$ cat src/rtl/sysid_verifier_if.sv
// Avalon-MM read-only master bus between sysid_verifier and the sysid slave.
interface sysid_verifier_if;
    logic        m_address;
    logic        m_read;
    logic        m_waitrequest;
    logic [31:0] m_readdata;

    modport master (
        output m_address,
        output m_read,
        input  m_waitrequest,
        input  m_readdata
    );

    modport slave (
        input  m_address,
        input  m_read,
        output m_waitrequest,
        output m_readdata
    );
endinterface

$ cat src/rtl/sysid_verifier.sv
// Reads the sysid ID/timestamp words, compares them to expected values and retries on mismatch.
// Optional read timeout enabled by defining SYSID_VERIFIER_TIMEOUT_EN.
module sysid_verifier #(
    parameter logic [31:0] EXPECTED_ID    = 32'd0,
    parameter logic [31:0] EXPECTED_TS    = 32'd1766031671,
    parameter int unsigned MAX_RETRIES    = 3,
    parameter int unsigned TIMEOUT_CYCLES = 255,
    parameter bit          AUTO_START     = 1'b1
) (
    input  logic                    clock,
    input  logic                    reset_n,
    input  logic                    start,
    sysid_verifier_if.master        m,
    output logic [31:0]             captured_id,
    output logic [31:0]             captured_ts,
    output logic                    busy,
    output logic                    done,
    output logic                    id_ok,
    output logic                    ts_ok,
    output logic                    error,
    output logic                    timeout,
    output logic [3:0]              retry_cnt
);

    typedef enum logic [2:0] {
        IDLE,
        RD_ID,
        RD_TS,
        CHECK,
        PASS,
        FAIL
    } state_t;

    localparam logic [3:0] MAX_RC = 4'(MAX_RETRIES);

    state_t      state_q, state_d;
    logic        rd_q, rd_d;
    logic        addr_q, addr_d;
    logic        auto_q;
    logic [31:0] cid_q, cid_d;
    logic [31:0] cts_q, cts_d;
    logic        id_ok_q, id_ok_d;
    logic        ts_ok_q, ts_ok_d;
    logic        err_q, err_d;
    logic        to_q, to_d;
    logic [3:0]  rc_q, rc_d;
    logic        go;

    // auto_q stands in for a start pulse on the first edge after reset release
    assign go = start || auto_q;

`ifdef SYSID_VERIFIER_TIMEOUT_EN
    localparam logic [15:0] TO_LAST = 16'(TIMEOUT_CYCLES - 1);
    logic [15:0] to_cnt_q, to_cnt_d;
`endif

    always_comb begin
        state_d = state_q;
        rd_d    = rd_q;
        addr_d  = addr_q;
        cid_d   = cid_q;
        cts_d   = cts_q;
        id_ok_d = id_ok_q;
        ts_ok_d = ts_ok_q;
        err_d   = err_q;
        to_d    = to_q;
        rc_d    = rc_q;

        case (state_q)
            IDLE, PASS, FAIL: begin
                if (go) begin
                    state_d = RD_ID;
                    rd_d    = 1'b1;
                    addr_d  = 1'b0;
                    id_ok_d = 1'b0;
                    ts_ok_d = 1'b0;
                    err_d   = 1'b0;
                    to_d    = 1'b0;
                    rc_d    = '0;
                end
            end
            RD_ID: begin
                if (!m.m_waitrequest) begin
                    cid_d   = m.m_readdata;
                    rd_d    = 1'b0;
                    state_d = RD_TS;
                end
            end
            RD_TS: begin
                // first RD_TS cycle is the mandatory idle gap between the two reads
                if (!rd_q) begin
                    rd_d   = 1'b1;
                    addr_d = 1'b1;
                end else if (!m.m_waitrequest) begin
                    cts_d   = m.m_readdata;
                    rd_d    = 1'b0;
                    addr_d  = 1'b0;
                    state_d = CHECK;
                end
            end
            CHECK: begin
                id_ok_d = (cid_q == EXPECTED_ID);
                ts_ok_d = (cts_q == EXPECTED_TS);
                if ((cid_q == EXPECTED_ID) && (cts_q == EXPECTED_TS)) begin
                    state_d = PASS;
                end else if (rc_q < MAX_RC) begin
                    rc_d    = rc_q + 4'd1;
                    rd_d    = 1'b1;
                    addr_d  = 1'b0;
                    state_d = RD_ID;
                end else begin
                    err_d   = 1'b1;
                    state_d = FAIL;
                end
            end
            default: state_d = IDLE;
        endcase

`ifdef SYSID_VERIFIER_TIMEOUT_EN
        if (rd_q && m.m_waitrequest && (to_cnt_q == TO_LAST)) begin
            state_d = FAIL;
            rd_d    = 1'b0;
            addr_d  = 1'b0;
            to_d    = 1'b1;
            err_d   = 1'b1;
        end
        if (rd_d && !rd_q) begin
            to_cnt_d = '0;
        end else if (rd_q && m.m_waitrequest) begin
            to_cnt_d = to_cnt_q + 16'd1;
        end else begin
            to_cnt_d = to_cnt_q;
        end
`endif
    end

    always_ff @(posedge clock or negedge reset_n) begin
        if (!reset_n) begin
            state_q <= IDLE;
            rd_q    <= 1'b0;
            addr_q  <= 1'b0;
            auto_q  <= AUTO_START;
            cid_q   <= '0;
            cts_q   <= '0;
            id_ok_q <= 1'b0;
            ts_ok_q <= 1'b0;
            err_q   <= 1'b0;
            to_q    <= 1'b0;
            rc_q    <= '0;
        end else begin
            state_q <= state_d;
            rd_q    <= rd_d;
            addr_q  <= addr_d;
            auto_q  <= 1'b0;
            cid_q   <= cid_d;
            cts_q   <= cts_d;
            id_ok_q <= id_ok_d;
            ts_ok_q <= ts_ok_d;
            err_q   <= err_d;
            to_q    <= to_d;
            rc_q    <= rc_d;
        end
    end

`ifdef SYSID_VERIFIER_TIMEOUT_EN
    always_ff @(posedge clock or negedge reset_n) begin
        if (!reset_n) begin
            to_cnt_q <= '0;
        end else begin
            to_cnt_q <= to_cnt_d;
        end
    end
    assign timeout = to_q;
`else
    assign timeout = 1'b0;
`endif

    assign m.m_read    = rd_q;
    assign m.m_address = addr_q;
    assign captured_id = cid_q;
    assign captured_ts = cts_q;
    assign busy        = (state_q == RD_ID) || (state_q == RD_TS) || (state_q == CHECK);
    assign done        = (state_q == PASS) || (state_q == FAIL);
    assign id_ok       = id_ok_q;
    assign ts_ok       = ts_ok_q;
    assign error       = err_q;
    assign retry_cnt   = rc_q;

endmodule

$ cat src/flat_wrapper.sv
// flat-port wrapper written by rule: the top's interface ports become plain ports
module sysid_verifier_flat 
#(
    parameter logic [31:0] EXPECTED_ID    = 32'd0,
    parameter logic [31:0] EXPECTED_TS    = 32'd1766031671,
    parameter int unsigned MAX_RETRIES    = 3,
    parameter int unsigned TIMEOUT_CYCLES = 255,
    parameter bit          AUTO_START     = 1'b1
)
  (clock, reset_n, start, captured_id, captured_ts, busy, done, id_ok, ts_ok, error, timeout, retry_cnt, m_m_address, m_m_read, m_m_waitrequest, m_m_readdata);
  sysid_verifier_if m_i ();
  input  logic clock;
  input  logic reset_n;
  input  logic start;
  output logic [31:0] captured_id;
  output logic [31:0] captured_ts;
  output logic busy;
  output logic done;
  output logic id_ok;
  output logic ts_ok;
  output logic error;
  output logic timeout;
  output logic [3:0] retry_cnt;
  output wire logic [$bits(m_i.m_address)-1:0] m_m_address;
  output wire logic [$bits(m_i.m_read)-1:0] m_m_read;
  input wire logic [$bits(m_i.m_waitrequest)-1:0] m_m_waitrequest;
  input wire logic [$bits(m_i.m_readdata)-1:0] m_m_readdata;
  assign m_m_address = m_i.m_address;
  assign m_m_read = m_i.m_read;
  assign m_i.m_waitrequest = m_m_waitrequest;
  assign m_i.m_readdata = m_m_readdata;
  sysid_verifier #(.EXPECTED_ID(EXPECTED_ID), .EXPECTED_TS(EXPECTED_TS), .MAX_RETRIES(MAX_RETRIES), .TIMEOUT_CYCLES(TIMEOUT_CYCLES), .AUTO_START(AUTO_START)) u_core (.clock(clock), .reset_n(reset_n), .start(start), .m(m_i), .captured_id(captured_id), .captured_ts(captured_ts), .busy(busy), .done(done), .id_ok(id_ok), .ts_ok(ts_ok), .error(error), .timeout(timeout), .retry_cnt(retry_cnt));
endmodule
$ cat config.mk
export PLATFORM = sky130hd
export DESIGN_NAME = sysid_verifier_flat
export DESIGN_NICKNAME = d
export VERILOG_FILES = /design/src/rtl/sysid_verifier_if.sv /design/src/rtl/sysid_verifier.sv /design/src/flat_wrapper.sv
export SDC_FILE = /design/constraint.sdc
export NUM_CORES = 1
export LEC_CHECK = 0
export CORE_MARGIN = 2
export CORE_UTILIZATION = 50
export CTS_BUF_LIST = sky130_fd_sc_hd__clkbuf_4
export CTS_CLUSTER_SIZE = 10
export DETAILED_ROUTE_END_ITERATION = 10
export PLACE_DENSITY_LB_ADDON = 0.08
export SLEW_MARGIN = 15
export SYNTH_ARGS = -nofsm -noshare
export SYNTH_HDL_FRONTEND = slang
export SYNTH_SLANG_ARGS = --single-unit
$ cat constraint.sdc
create_clock -name clock -period 4.38 [get_ports clock]
set_clock_uncertainty 0.15 [all_clocks]
set_input_delay 0.438 -clock clock [delete_from_list [all_inputs] [get_ports clock]]
set_output_delay 0.438 -clock clock [all_outputs]
set_load 0.05 [all_outputs]
# --- Word level (Yosys, flattened, before mapping) ---
# Cells that the tools add are included.
op_classes:
  n_addsub: 1
  order_cmp: 1
  mux: 28
  bitwise_logic: 1
  eq_ne: 14
  n_reduce_logical: 19
ops:
  columns: ["cell", "count"]
  rows:
  - ["32-bit by 31-bit equality test with 1-bit output, second input constant", 1]
  - ["32-bit zero test", 1]
  - ["3-bit two-way mux", 6]
  - ["1-bit two-way mux", 12]
  - ["4-bit two-way mux", 3]
  - ["3-bit case mux with 4 select lines", 1]
  - ["4-bit AND reduction", 3]
  - ["5-bit AND reduction", 2]
  - ["2-bit inequality test, second input constant", 4]
  - ["4-bit case mux with 2 select lines", 1]
  - ["3-bit by 2-bit equality test with 1-bit output, second input constant", 2]
  - ["3-bit equality test, second input constant", 2]
  - ["2-bit by 1-bit inequality test with 1-bit output, second input constant", 3]
  - ["1-bit case mux with 2 select lines", 3]
  - ["4-bit by 1-bit adder with 4-bit output, second input constant", 1]
  - ["1-bit logical OR", 4]
  - ["4-bit by 2-bit < comparator with 1-bit output, second input constant", 1]
  - ["1-bit case mux with 4 select lines", 1]
  - ["2-bit AND reduction", 2]
  - ["4-bit nonzero test", 1]
  - ["3-bit by 1-bit equality test with 1-bit output, second input constant", 1]
  - ["3-bit zero test", 1]
  - ["3-bit inequality test, second input constant", 1]
  - ["1-bit case mux with 3 select lines", 1]
  - ["other kinds (6)", 6]
word_totals:
  output_inout_bits: 76
  regBits: 77
  input_bits: 36

# --- Depth between registers and ports, before layout ---
depth:
  depth_word: 4
  ltp_mapped: 6

# --- Worst setup path after synthesis ---
# OpenSTA, ideal clock, no wires.
synth_path:
  path_kind: "reg-to-reg"
  startpoint: "register u_core.cts_q[6] (netlist: u_core.captured_ts[6])"
  endpoint: "register u_core.rd_q (netlist: u_core.m.m_read)"
  t_required_ns: 4.109
  arrival_time_ns: 2.036
  period_less_slack_ns: 2.307
  setup_time_ns: 0.121
  path_slack_ns: 2.073
  path_stages_with_launch: 6
  cell_sequence: "dfrtp_1 > or4_4 > nor4_4 > nor4b_4 > nand2_2 > a22o_1"
synth_via:
  elab_chain_cells: 4
synth_lines:
  columns: ["element", "line_no", "source"]
  rows:
  - ["start: declaration", "sysid_verifier.sv:41", "logic [31:0] cts_q, cts_d;"]
  - ["start signal: assignment", "sysid_verifier.sv:156", "cts_q <= cts_d;"]
  - ["32-bit by 31-bit equality test with 1-bit output", "sysid_verifier.sv:104", "if ((cid_q == EXPECTED_ID) && (cts_q == EXPECTED_TS)) begin"]
  - ["1-bit logical AND", "sysid_verifier.sv:104", null]
  - ["2-bit inequality test (no source line)", null, null]
  - ["5-bit AND reduction (no source line)", null, null]
  - ["end signal: assignment", "sysid_verifier.sv:152", "rd_q <= rd_d;"]
  - ["end: declaration", "sysid_verifier.sv:37", "logic rd_q, rd_d;"]
# No other way between the ends.
# A chain may end at the register's enable or synchronous reset.

# --- Final worst setup path ---
layout_path:
  startpoint: "register u_core.state_q[2]"
  endpoint: "output done"
layout_via:
  elab_chain_cells: 2
  word_cells_on_any_way: 3
  classes_between: "eq/ne (2); reduce/logical (1)"
layout_lines:
  columns: ["element", "line_no", "source"]
  rows:
  - ["start: declaration", "sysid_verifier.sv:36", "state_t state_q, state_d;"]
  - ["start signal: assignment", "sysid_verifier.sv:151", "state_q <= state_d;"]
  - ["3-bit equality test", "sysid_verifier.sv:183", "assign done = (state_q == PASS) || (state_q == FAIL);"]
  - ["1-bit logical OR (*)", "sysid_verifier.sv:183", null]
  - ["end: declaration", "flat_wrapper.sv:18", "output logic done;"]
# Every way passes the cells marked *; elsewhere a longest branch is shown, timed or not.

==> results by group <==
Run status
  • Status: finished, violations left
  • Failing checks: hold timing

Clock tree
  • # H-tree levels: 3
  • Clock Path Buffers: 2
  • CTS tree: built
  • CTS Buf Count: 9
  • Post-CTS setup buffers: 0
  • Clock Tree Root: clkbuf_4
  • Clock Sinks: 77
  • Hold_buf cts: 0
  • Clock Pin Slew Worst Setup and Hold Paths: 0.12 ns
  • CTS resizes: 0
  • Worst skew pair latency: 0.41 ns

Global routing
  • Total GRT Usage: 21.23%
  • Largest net degree at the start of global routing: 78
  • Initial antenna violation count: 0
  • First-pass GRT wire length: 11.70 mm
  • Number of global-route vias before repair: 2254
  • GRT Residual Overflow: 0

Die
  • Die H: 84.60 um
  • Initial Util: 51.45%
  • Chip width: 84.60 um
  • Core area: 6314 sq um
  • Area of the die: 7157 sq um
  • Io pins: 112
  • # rows: 29

Logic synthesis
  • XOR/XNOR share of the synthesized area: 0.2696%
  • Commonest cells in the netlist: 76 x dfrtp_1, 39 x mux2_1, 26 x mux2_2
  • Largest family of logic cells by synthesized area: multiplexers
  • Seq cells post-synth: 77
  • Adder-cell share of the synthesized area: 0.3852%
  • Top cell type's share of synthesized area: 58.55%
  • Synth Area in Simple Gates: 12.13%
  • Area leader, netlist: dfrtp_1
  • Most common cell in the synthesized netlist: dfrtp_1
  • Main synth FF type: dfrtp_1
  • Mux contribution to synthesized area: 23.15%
  • Post-synth EDFFs: 0
  • Cell variety after synth: 43
  • Mapped Avg Cell Area: 14.31 sq um
  • Area contributors post-synth: dfrtp_1 59%, mux2_1 14%, mux2_2 9.0%
  • Syn Inst Count: 227
  • Syn Std Cell Area: 3248 sq um
  • Compound-gate portion of the synthesized area: 2.851%
  • Share of flip-flops with an asynchronous set or reset: 100.0%
  • Sequential area share after synthesis: 59.36%
  • Synth warn: 0

Cells and area
  • Synth-to-Final Area Change: 39.83%
  • Ant. Diodes: 0
  • Nets@finish: 377
  • FILL cells: 467
  • Layout cells sized above 1: 14.49%

STA
  • Final worst path period need: 2.654 ns
  • Slew headroom: 36.87%
  • Max Fclk: 0.3768 GHz
  • Worst Tran Pin Value: 0.9470 ns
  • Setup TNS: 0 ns
  • Fin. max-slew vios: 0
  • RSZ-0062 raised after global routing: no
  • Final hold slack: -0.01415 ns
  • Endpoints failing hold: 4
  • Period utilisation layout: 60.60%
  • Final-report setup violation count: 0

Worst setup path
  • Worst setup SP type: flip-flop
  • Req. time, crit path: 3.79 ns
  • CP arrival: 2.07 ns
  • Reg2reg setup slack: 2.05 ns
  • Cells on worst reg2reg path: 3
  • Crit Path Category: flip-flop to primary output
  • Crit end category: primary output
  • Critical R2R Launch: u_core.state_q[1]
  • CP max FO: 11
  • Reg2reg end: u_core.captured_id[17]

Placed design
  • Gpl congestion: 0.7489
  • Port bufs: 110
  • Dpl hpwl: 5.304 mm

Route
  • Met2 wire length: 3.696 mm
  • Via count: 2275
  • Routed wl met3: 404 um
  • WL per Instance: 17.47 um
  • Final wirelength: 7.374 mm
  • 1st-iter DRT viols: 123
  • ANT nets after route: 0
  • Drt via density: 5.391
  • Pre-antenna DRT Iters: 4
  • Uppermost layer routed: met4
  • DRC: 0
  • M1 WL: 3.181 mm

Min path
  • HP Class: primary input to asynchronous set/reset pin

Run
  • Max_cap viols: 0
layout make-up:
type	count	area (sq um)	share of cell area, %
clock buffer	9	67.56	1.488
clock inverter	7	56.30	1.240
sequential	77	1928	42.45
tap	77	96.34	2.121
multi-input combinational	139	1276	28.10
timing repair buffer	112	1114	24.52
inverter	1	3.754	0.08264
worst max-delay path, stage by stage (launching register included):
cell,delay (ns)
dfrtp_1,0.59
nor2b_1,0.23
clkdlybuf4s50_1,0.83
layout by cell type (no fill, tap or decap), types with 3 or more instances in the layout:
| cell | n |
|---|---|
| clkinv_1 | 3 |
| nor2b_1 | 3 |
| dfrtp_1 | 76 |
| nand2_1 | 5 |
| mux2_2 | 26 |
| nor4_1 | 9 |
| clkdlybuf4s50_1 | 109 |
| mux2_1 | 39 |
| nor2_1 | 8 |
| a21oi_1 | 4 |
| clkinv_2 | 3 |
| nand4_1 | 3 |
| buf_4 | 3 |
| clkbuf_4 | 9 |
| and2_1 | 3 |
layer usage:
metal	track usage [%]	vias to the layer above
met3	5.506	9
met4	7.359	0
met5	0	-
met1	27.87	1143
li1	-	1060
met2	34.43	63
state kept, by name, indices dropped and copies added (netlist names):
register and count:
u_core.captured_ts 32, u_core.auto_q 1, u_core.ts_ok 1, u_core.id_ok 1
u_core.m.m_address 1, u_core.error 1, u_core.m.m_read 1, u_core.captured_id 32
u_core.retry_cnt 4, u_core.state_q 3
worst max-delay path by stage:
| stage | from | cells after the start | to | slack (ns) |
|---|---|---|---|---|
| global route | u_core.state_q[2] | 2 | done | 1.60 |
| floorplan | u_core.captured_ts[6] | 5 | u_core.m.m_read | 2.07 |
| finish | u_core.state_q[2] | 2 | done | 1.73 |
| detailed placement | m_m_waitrequest | 4 | u_core.captured_id[17] | 1.72 |
| CTS | u_core.state_q[2] | 2 | done | 1.70 |
| global placement | m_m_waitrequest | 4 | u_core.captured_id[0] | 1.76 |
metrics by stage:
step / instance area, sq um / hold slack, ns / instances / utilization, % / worst slack (ns)
3_3_place_gp: 4418 / 0.3437 / 406 / 69.98 / 1.755
4_1_cts: 4542 / 0.02208 / 422 / 71.94 / 1.697
3_5_place_dp: 4418 / 0.3530 / 406 / 69.98 / 1.721
2_1_floorplan: 3252 / -0.007591 / 228 / - / 2.073
5_1_grt: 4542 / 0.05071 / 422 / 71.94 / 1.598
6_report: 4542 / -0.01415 / 422 / 71.94 / 1.726
logic make-up after synthesis:
| logic type | after synthesis |
|---|---|
| AOI/OAI and AO/OA | 14 |
| DFF | 77 |
| and+or+nand+nor | 54 |
| other | 1 |
| muxes | 67 |
| buffers and inverters | 12 |
| xor gates and xnor gates | 1 |
| adders and majority gates | 1 |
Power is not shown: default switching activity piles up to over one toggle a cycle in this logic, so the estimate is an artifact.
